**src/rtl/L1_cache_types.sv**
```systemverilog
// Shared L1 cache types: memory bus word, line tag and write-back buffer FSM states.
// Build option DCACHE_WB_FWD_EN adds the forwarding state to the write-back FSM.
package L1_cache_types;

    typedef logic [127:0] pmem_bus;

    localparam int unsigned LineTagBits = 12;
    typedef logic [LineTagBits-1:0] line_addr_t;

    typedef enum logic [1:0] {
        StIdle,
        StRead,
        StWrite
`ifdef DCACHE_WB_FWD_EN
        , StFwd
`endif
    } wb_state_t;

endpackage

```
**src/rtl/lc3b_types.sv**
```systemverilog
// Basic LC-3b datapath types shared across the memory hierarchy.
package lc3b_types;

    typedef logic [15:0] lc3b_word;

endpackage

```
**src/rtl/wb_fifo.sv**
```systemverilog
// Dirty-line FIFO: storage, wrapping head/tail pointers, occupancy count and parallel tag match.
// Build option DCACHE_WB_FWD_EN also exposes the youngest matching entry's data.
module wb_fifo
    import L1_cache_types::*;
#(
    parameter int unsigned DEPTH = 2
) (
    input  logic       clk,
    input  logic       reset_n,
    input  logic       push,
    input  line_addr_t push_addr,
    input  pmem_bus    push_data,
    input  logic       pop,
    input  line_addr_t match_addr,
    output logic       match,
`ifdef DCACHE_WB_FWD_EN
    output pmem_bus    match_data,
`endif
    output line_addr_t head_addr,
    output pmem_bus    head_data,
    output logic       full,
    output logic       empty
);

    localparam int unsigned PtrW = $clog2(DEPTH);
    localparam int unsigned CntW = PtrW + 1;

    line_addr_t      addr_q [DEPTH];
    pmem_bus         data_q [DEPTH];
    logic [PtrW-1:0] head_q;
    logic [PtrW-1:0] tail_q;
    logic [CntW-1:0] count_q;

    // DEPTH is a power of two, so the pointers wrap by plain overflow.
    always_ff @(posedge clk) begin
        if (!reset_n) begin
            head_q  <= '0;
            tail_q  <= '0;
            count_q <= '0;
        end else begin
            if (push) begin
                addr_q[tail_q] <= push_addr;
                data_q[tail_q] <= push_data;
                tail_q         <= tail_q + 1'b1;
            end
            if (pop) begin
                head_q <= head_q + 1'b1;
            end
            if (push && !pop) begin
                count_q <= count_q + 1'b1;
            end else if (!push && pop) begin
                count_q <= count_q - 1'b1;
            end
        end
    end

    // Scan oldest to youngest so the last hit, the youngest entry, wins.
    always_comb begin
        match = 1'b0;
`ifdef DCACHE_WB_FWD_EN
        match_data = '0;
`endif
        for (int unsigned k = 0; k < DEPTH; k++) begin
            if ((CntW'(k) < count_q) && (addr_q[head_q + PtrW'(k)] == match_addr)) begin
                match = 1'b1;
`ifdef DCACHE_WB_FWD_EN
                match_data = data_q[head_q + PtrW'(k)];
`endif
            end
        end
    end

    assign head_addr = addr_q[head_q];
    assign head_data = data_q[head_q];
    assign full      = (count_q == CntW'(DEPTH));
    assign empty     = (count_q == '0);

endmodule

```
**src/rtl/dcache_wb_buffer.sv**
```systemverilog
// Write-back buffer between the L1 dcache and physical memory; fills bypass queued evictions.
// Build option DCACHE_WB_FWD_EN serves fills that hit a buffered line directly from the buffer.
module dcache_wb_buffer
    import L1_cache_types::*;
    import lc3b_types::*;
#(
    parameter int unsigned DEPTH = 2
) (
    input  logic     clk,
    input  logic     reset_n,
    input  logic     wb_write,
    input  lc3b_word wb_address,
    input  pmem_bus  wb_wdata,
    output logic     wb_resp,
    input  logic     dc_read,
    input  lc3b_word dc_address,
    output pmem_bus  dc_rdata,
    output logic     dc_resp,
    output logic     pmem_read,
    output logic     pmem_write,
    output lc3b_word pmem_address,
    output pmem_bus  pmem_wdata,
    input  pmem_bus  pmem_rdata,
    input  logic     pmem_resp,
    output logic     wb_full,
    output logic     wb_empty
);

    wb_state_t  state_q;
    logic       push;
    logic       pop;
    logic       match;
    logic       full;
    logic       empty;
    line_addr_t head_addr;
    pmem_bus    head_data;
`ifdef DCACHE_WB_FWD_EN
    pmem_bus    match_data;
`endif

    // Line offset bits carry no information for whole-line traffic.
    logic unused_offsets;
    assign unused_offsets = ^{wb_address[3:0], dc_address[3:0]};

    assign push = wb_write && !full && reset_n;
    assign pop  = (state_q == StWrite) && pmem_resp;

    wb_fifo #(
        .DEPTH(DEPTH)
    ) u_fifo (
        .clk       (clk),
        .reset_n   (reset_n),
        .push      (push),
        .push_addr (wb_address[15:4]),
        .push_data (wb_wdata),
        .pop       (pop),
        .match_addr(dc_address[15:4]),
        .match     (match),
`ifdef DCACHE_WB_FWD_EN
        .match_data(match_data),
`endif
        .head_addr (head_addr),
        .head_data (head_data),
        .full      (full),
        .empty     (empty)
    );

    // Without forwarding a matching fill falls through to WRITE and drains until the hit is gone.
    always_ff @(posedge clk) begin
        if (!reset_n) begin
            state_q <= StIdle;
        end else begin
            unique case (state_q)
                StIdle: begin
                    if (dc_read && !match) begin
                        state_q <= StRead;
`ifdef DCACHE_WB_FWD_EN
                    end else if (dc_read && match) begin
                        state_q <= StFwd;
`endif
                    end else if (!empty) begin
                        state_q <= StWrite;
                    end
                end
                StRead: begin
                    if (pmem_resp) state_q <= StIdle;
                end
                StWrite: begin
                    if (pmem_resp) state_q <= StIdle;
                end
`ifdef DCACHE_WB_FWD_EN
                StFwd: begin
                    state_q <= StIdle;
                end
`endif
                default: begin
                    state_q <= StIdle;
                end
            endcase
        end
    end

    always_comb begin
        pmem_read    = 1'b0;
        pmem_write   = 1'b0;
        pmem_address = '0;
        pmem_wdata   = '0;
        dc_resp      = 1'b0;
        dc_rdata     = '0;
        unique case (state_q)
            StRead: begin
                pmem_read    = 1'b1;
                pmem_address = {dc_address[15:4], 4'b0000};
                if (pmem_resp) begin
                    dc_resp  = 1'b1;
                    dc_rdata = pmem_rdata;
                end
            end
            StWrite: begin
                pmem_write   = 1'b1;
                pmem_address = {head_addr, 4'b0000};
                pmem_wdata   = head_data;
            end
`ifdef DCACHE_WB_FWD_EN
            StFwd: begin
                dc_resp  = 1'b1;
                dc_rdata = match_data;
            end
`endif
            default: begin
            end
        endcase
    end

    assign wb_resp  = push;
    assign wb_full  = full;
    assign wb_empty = empty;

endmodule

```
**config.mk**
```make
export PLATFORM = sky130hd
export DESIGN_NAME = dcache_wb_buffer
export DESIGN_NICKNAME = d
export VERILOG_FILES = /design/src/rtl/L1_cache_types.sv /design/src/rtl/lc3b_types.sv /design/src/rtl/wb_fifo.sv /design/src/rtl/dcache_wb_buffer.sv
export SDC_FILE = /design/constraint.sdc
export NUM_CORES = 1
export LEC_CHECK = 0
export CELL_PAD_IN_SITES_DETAIL_PLACEMENT = 1
export CELL_PAD_IN_SITES_GLOBAL_PLACEMENT = 1
export CORE_AREA = 2 2 225 227
export DETAILED_ROUTE_END_ITERATION = 7
export DIE_AREA = 0 0 227 229
export PLACE_DENSITY = 0.67
export REMOVE_ABC_BUFFERS = 1
export SETUP_SLACK_MARGIN = 0.1
export SLEW_MARGIN = 15
export SYNTH_ARGS = -nofsm -noshare
export SYNTH_HDL_FRONTEND = slang
export SYNTH_SLANG_ARGS = --single-unit
```
**constraint.sdc**
```tcl
create_clock -name clk -period 14.25 [get_ports clk]
set_clock_uncertainty 0.1 [all_clocks]
set_input_delay 1.425 -clock clk [delete_from_list [all_inputs] [get_ports clk]]
set_output_delay 1.425 -clock clk [all_outputs]
set_load 0.02 [all_outputs]
```
==> flow_summary.json <==
{
  "status": "completed",
  "cts_tree": "yes",
  "sw_frac_of_total_pct": 25.9,
  "num_io_pins": 571,
  "pwr_density_cell_nw_per_um2": 111,
  "pwr-share-seq_pct": 44.5,
  "final_nets": 1696,
  "rows": 82,
  "gp_congestion": 0.817,
  "synthesis.area_um2": 12700,
  "crit_path_cell_trace": "buf_4 -> mux2_2 -> a22oi_1 -> nor2b_1 -> clkdlybuf4s50_1",
  "start_kind": "flop",
  "die_y_um": 229,
  "routed_wl_um": 45500,
  "htree_levels": 1,
  "cts_setup_buffers": 0,
  "finalPower_uw": 2220,
  "synthDistinctLibCells": 32,
  "critPathMaxStageDelay_ns": 0.90,
  "clk_latency_ns": 0.57,
  "final.min_clock_period_ns": 5.22,
  "whs_endpoint": "state_q[0]",
  "pre_cts_ws_ns": 9.52,
  "dp.final_hpwl_um": 33700,
  "hold_buffers": 0,
  "slew_violations": 0,
  "final_cells": 2113,
  "synth_top_area_cell": "edfxtp_1",
  "r2r_cells": 7,
  "drcViolationCount": 0,
  "placed_cells_incl_taps": 2034,
  "synth_edf_count": 280,
  "p_leak_uw": 0.00681,
  "hp-class": "reg -> reg",
  "ys_ff_latch": 287,
  "grt_max_degree": 143,
  "p_int_uw": 1640,
  "pwr-share-clk_pct": 34.3,
  "crit_fanout": 59,
  "yosysMostFrequentCell": "edfxtp_1",
  "syn_inst": 860,
  "async_flop_share_pct": 0,
  "power.switching_uw": 574,
  "finalSetupViolCount": 0,
  "synthTopCellsByCount": "edfxtp_1 (280), nor2b_1 (142), mux2i_1 (140)",
  "syn_avg_cell_area_um2": 14.8,
  "coreArea_um2": 49700,
  "yosysWarnings": 0,
  "ant_nets": 0,
  "grt_usage_pct": 16.8,
  "dieArea_um2": 52000,
  "layout-drive-gt1-share_pct": 5.21,
  "wl_per_cell_um": 21.5,
  "fin_tns_setup_ns": 0,
  "r2r_setup_slack_ns": 10.66,
  "cts-resized-gates": 0,
  "ys.flop_type": "edfxtp_1",
  "clock.fmax_mhz": 192,
  "fin_hold_ws_ns": 0.437,
  "p_comb_share_pct": 21.2,
  "hold_depth": 2,
  "maxCapViolations": 0,
  "finalHoldViolCount": 0,
  "cts_root_buf": "clkbuf_16",
  "drt_first_pass_iters": 4,
  "drt_iter0_drc": 298,
  "grt_pass1_wl_um": 64900,
  "crit_required_ns": 12.73,
  "yosys-top-cells-area": "edfxtp_1 (66%), mux2i_1 (11%), nor2b_1 (7.0%)",
  "critPathKind": "reg -> out",
  "period_share_pct": 36.6,
  "setup_ws_ns": 9.03,
  "synth_top_area_share_pct": 66.0,
  "grt_most_used_layer": "met2",
  "cp_num_buf_inv": 2,
  "worstSetupEndpointType": "output pin",
  "use_met1_pct": 15.9,
  "areaGrowthSynthToFinish_pct": 57.0,
  "critical_path_cell_count": 5,
  "vias_per_cell": 4.34,
  "crit_family": "buffers and inverters",
  "fp.dieW_um": 227,
  "yosysSeqAreaShare_pct": 67.1,
  "vdd_drop_max_mv": 0.0995,
  "overflow": 0,
  "antenna_found_initial": 26,
  "clk_pin_slew_ns": 0.06,
  "slew_headroom_pct": 23.9,
  "tightest_slew_ns": 1.14,
  "reg2reg_to": "state_q[0]",
  "met2_usage_pct": 32.3,
  "cts.path.max_buffers": 3,
  "use_met3_pct": 5.26,
  "start_util_pct": 25.7,
  "portBuffers": 558,
  "clock_sinks": 287,
  "rsz0062_at_grt": "no",
  "critPathSlowestCell": "buf_4",
  "cp.arrival_ns": 3.69,
  "cts_buffers": 31,
  "min_from": "state_q[0]",
  "num_vias": 9174,
  "grt_pass1_vias": 9976
}
[placed cells by master (no fill, tap or decap), types with 4 or more instances in the layout]
cell and count:
clkdlybuf4s50_1 557, edfxtp_1 280, nor2b_1 142, mux2i_1 140
and3_1 128, clkbuf_16 31, diode_2 21, xnor2_1 18
a22oi_1 12, clkbuf_1 9, buf_4 9, nand2_1 6
mux2_2 6, mux2_4 6, dfxtp_1 6, inv_1 5
and2_1 5, xor2_1 5, ha_1 5, clkinv_1 5
clkinv_2 5, conb_1 4
[how the worst max path moves through the flow]
stage                       endpoint  slack, ns
floorplan              u_fifo.tail_q       2.35
global placement     pmem_address[6]       9.50
detailed placement  pmem_address[13]       9.52
CTS                 pmem_address[13]       8.86
global route        pmem_address[12]       8.80
finish              pmem_address[13]       9.03
[flip-flops by register name, summed over array words and instances (netlist names), named ones only]
name / flops
state_q: 2
u_fifo.addr_q: 24
u_fifo.count_q: 2
u_fifo.data_q: 256
u_fifo.head_q: 1
u_fifo.tail_q: 1
[power groups by stage]
| stage | sequential (uW) | clock (uW) | combinational (uW) |
|---|---|---|---|
| finish | 986 | 761 | 470 |
| global route | 989 | 818 | 506 |
| CTS | 986 | 791 | 474 |
| detailed placement | 1000 | 0 | 472 |
| global placement | 1000 | 0 | 468 |
| floorplan | 1020 | 0 | 223 |
[cells by family after synthesis]
family	after synthesis	share of synthesized area, %
XOR/XNOR	26	1.96
adder cells (fa/ha/maj)	7	0.687
buffers and inverters	72	2.50
multiplexers	152	12.2
AND/OR/NAND/NOR	295	14.3
AO/OA/AOI/OAI	20	1.16
other	1	0.0294
flip-flops	287	67.1
[through the flow]
step	util, %	area [um2]
3_3_place_gp	38.2	19000
5_1_grt	40.2	20000
2_1_floorplan	-	12500
6_report	40.3	20000
3_5_place_dp	38.2	19000
4_1_cts	40.1	19900
[final cells by class]
| type | instances | area (um2) |
|---|---|---|
| antenna | 21 | 52.6 |
| clock buffer | 40 | 810 |
| clock inverter | 17 | 144 |
| fill | 5262 | 29700 |
| inverter | 5 | 18.8 |
| multi-input combinational | 504 | 3920 |
| sequential | 287 | 8550 |
| tap | 672 | 841 |
| timing repair buffer | 567 | 5670 |
[per-layer routing]
metal / wire length, um / vias to the layer above / part of all wire (%)
met3: 3760 / 61 / 8.3
li1: - / 4270 / -
met5: 38 / - / 0.083
met2: 24800 / 349 / 55
met4: 1960 / 6 / 4.3
met1: 14900 / 4488 / 33
[tightest hold or removal path, cell delays in order, from the launching register on]
cell,delay [ns]
dfxtp_1,0.34
nand2_1,0.08
o32ai_1,0.07
No activity file was read; power rests on OpenSTA's default activity.
==> edit (config.mk and constraints unchanged) <==
Encoding of `wb_state_t`: now one-hot (3 bits for 3 states).
--- a/src/rtl/L1_cache_types.sv
+++ b/src/rtl/L1_cache_types.sv
@@ -7,10 +7,10 @@
     localparam int unsigned LineTagBits = 12;
     typedef logic [LineTagBits-1:0] line_addr_t;
 
-    typedef enum logic [1:0] {
-        StIdle,
-        StRead,
-        StWrite
+    typedef enum logic [2:0] {
+        StIdle  = 3'b001,
+        StRead  = 3'b010,
+        StWrite = 3'b100
 `ifdef DCACHE_WB_FWD_EN
         , StFwd
 `endif
Check against the original RTL: same outputs for any inputs over 4 cycles, from zero or initial values and one cycle with reset_n low; so few cycles prove little.
==> edit against the original RTL <==
- synthesized cell count shrank 0.12%
- worst setup slack gained 0.041 ns
- wire length grew 7.6%
- sequential cell count grew 1
- synthesized area shrank 3.4%
- design area shrank 2.1%
- core utilization shrank 0.85 points
- count of clock-buffer cells in the layout shrank 4
- critical path depth shrank 1
- fmax grew 0.79%
- largest cell class unchanged
Power is not compared: it rests on default switching activity, and its combinational part moved more than twofold at a synthesized area within 25%.
==> edit: results (changes against the original RTL) <==
** Global routing
- The global-route wire length before repair is 66900 um (+3.1%).
- The via count of the first global-routing pass was 9857 (-1.2%).
- GRT Resource Usage Total :: 0.179 (+0.0109)
- The residual overflow from global routing is 0 (unchanged).
- The initial antenna violation count was 37 (+42%).
- Pin count of the biggest net entering global routing :: 122 (-15%)

** Cells and area
- The number of nets in the final layout was 1694 (-0.12%).
- Fraction of final layout cells sized beyond drive strength 1 :: 0.0430 (-0.00915)
- # fillers :: 5283 (+0.40%)
- In the final layout, the registers with the most flip-flops are u_fifo.data_q x256, u_fifo.addr_q x24, state_q x3.

** Clock network
- Insertion delay to the later sink of the worst-skew pair :: 0.57 ns (about the same)
- The worst-case clock buffer depth was 3 (unchanged).
- CTS Buf Count :: 31 (unchanged)
- The depth of the CTS H-tree was 1 (unchanged).
- # Post-CTS Setup Buffers :: 0 (unchanged)
- The tree is rooted in a sky130_fd_sc_hd__clkbuf_16.
- Clock slew seen by the registers of the worst setup and hold paths :: 0.06 ns (about the same)
- The number of cells upsized or downsized after cts is 0 (unchanged).

** Placed design
- Total of buffers placed on input and output ports :: 558 (unchanged)
- The final weighted congestion in routability-driven placement was 0.769 (-5.9%).
- The number of cells after detailed placement was 2036 (+0.098%).
- HPWL after detailed placement :: 37300 um (+11%)
- The setup slack at placement came to 8.69 ns (-0.827 ns).

** Yosys
- EDFF count, synth :: 280 (unchanged)
- Synth Warn # :: 0 (unchanged)
- Cell types occupying the most area after synthesis :: sky130_fd_sc_hd__edfxtp_1, sky130_fd_sc_hd__mux2i_1, sky130_fd_sc_hd__and3_1
- Proportion of synthesized chip area in sequential cells :: 0.696 (+0.0252)
- Sorting the synthesized cells by how often they occur yields sky130_fd_sc_hd__edfxtp_1, sky130_fd_sc_hd__mux2i_1, sky130_fd_sc_hd__nor2_1.
- Synth Instances :: 859 (-0.12%)
- The proportion of register bits with asynchronous set or reset after synthesis is 0 (unchanged).
- Number of different library cells in the post-synthesis netlist :: 31 (-3.1%)

** Run status
- The run finished with clean final reports.

** Setup path
- The worst-path maximum fanout came to 54 (-8.5%).
- The most critical setup path has its endpoint at pmem_address[13].
- Crit path DAT :: 3.65 ns (-0.04 ns)
- Slack of the worst reg-to-reg path :: 10.62 ns (-0.04 ns)
- Start of the worst register-to-register path :: u_fifo.count_q[0]
- The endpoint identified for the worst register-to-register timing path is u_fifo.data_q[0][6].
- Depth of the worst register-to-register path :: 5 (-2)
- Kind of start point of the critical path :: flop

** Route
- The first-pass iteration count of the detailed router is 4 (unchanged).
- The total routed wirelength came to 49000 um (+7.6%).
- Routed via count divided by cell count :: 4.40 (+1.4%)
- The via count was 9338 (+1.8%).
- The iteration-0 DRC count of the detailed router is 300 (+0.67%).

** Timing
- The post-layout minimum cycle time was 5.18 ns (-0.0407 ns).
- The transition time of the tightest slew-check pin is 1.04 ns (-0.0985 ns).
- The count of endpoints failing hold in the final timing report is 0 (unchanged).

** Power and ir drop
- IR drop worst, VDD :: roughly 83 uV
- In this run the static leakage power is 6.67 nW.

** Hold path
- In this run the worst hold path is classified as flop to flop.
## edit: cell types whose count changed after synthesis, moves of 7 or more
cell / change
sky130_fd_sc_hd__nand2_1: +12
sky130_fd_sc_hd__a22oi_1: -12
sky130_fd_sc_hd__o21ai_0: +12
sky130_fd_sc_hd__nor2_1: +131
sky130_fd_sc_hd__nor2b_1: -141
sky130_fd_sc_hd__xor2_1: +7
sky130_fd_sc_hd__mux2i_1: +12
## edit: final cells by class
cell class,count,area [um^2],share of cell area
diodes,29,72.6,0.00371
clock buffers,36,795,0.0406
clock inverters,20,174,0.00888
inverters,3,11.3,0.000575
multi-input cells,505,3460,0.177
flip-flops and latches,288,8570,0.438
well taps,672,841,0.0429
repair buffers,568,5660,0.289
## edit: worst min-delay path by stage
| stage | cells past startpoint | startpoint | slack (ns) | endpoint |
|---|---|---|---|---|
| after floorplan | 2 | state_q[1] | 0.37 | state_q[1] |
| after global placement | 2 | state_q[1] | 0.38 | state_q[1] |
| after detailed placement | 2 | state_q[1] | 0.40 | state_q[1] |
| after CTS | 2 | state_q[1] | 0.41 | state_q[1] |
| after global routing | 2 | state_q[1] | 0.44 | state_q[1] |
| final | 2 | state_q[1] | 0.41 | state_q[1] |
## edit: worst max-delay path: stages, from the launching register on
cell and delay [ns]:
sky130_fd_sc_hd__dfxtp_4 0.76, sky130_fd_sc_hd__buf_4 0.82, sky130_fd_sc_hd__mux2i_1 0.23, sky130_fd_sc_hd__o21ai_0 0.45
sky130_fd_sc_hd__clkdlybuf4s50_1 0.74
## edit: cell families (layout without fill, tap and decap cells)
logic type / count (synthesis) / count (layout) / synth area share
AOI/OAI and AO/OA: 20 / 20 / 0.00986
adders and majority gates: 4 / 4 / 0.00407
DFF: 288 / 288 / 0.696
other: 1 / 33 / 0.000305
and+or+nand+nor: 298 / 298 / 0.121
xor gates and xnor gates: 27 / 27 / 0.0192
muxes: 152 / 152 / 0.124
buffers and inverters: 69 / 627 / 0.0257
## edit: per-layer routing
layer	vias up	global-route usage	wire length, um
li1	4272	-	-
met3	102	0.0557	3930
met1	4573	0.153	14500
met5	-	0	45
met2	385	0.341	27000
met4	6	0.135	3470
## edit: where the power goes
group | total, mW | switching [mW] | internal (mW)
clock | 0.774 | 0.324 | 0.450
combinational | 0.209 | 0.0976 | 0.112
sequential | 0.978 | 0.0103 | 0.967
## edit: per-stage QoR
step / utilization / cell area, um^2
2_1_floorplan: - / 12000
3_3_place_gp: 0.373 / 18500
3_5_place_dp: 0.373 / 18500
4_1_cts: 0.393 / 19500
5_1_grt: 0.394 / 19600
6_report: 0.394 / 19600
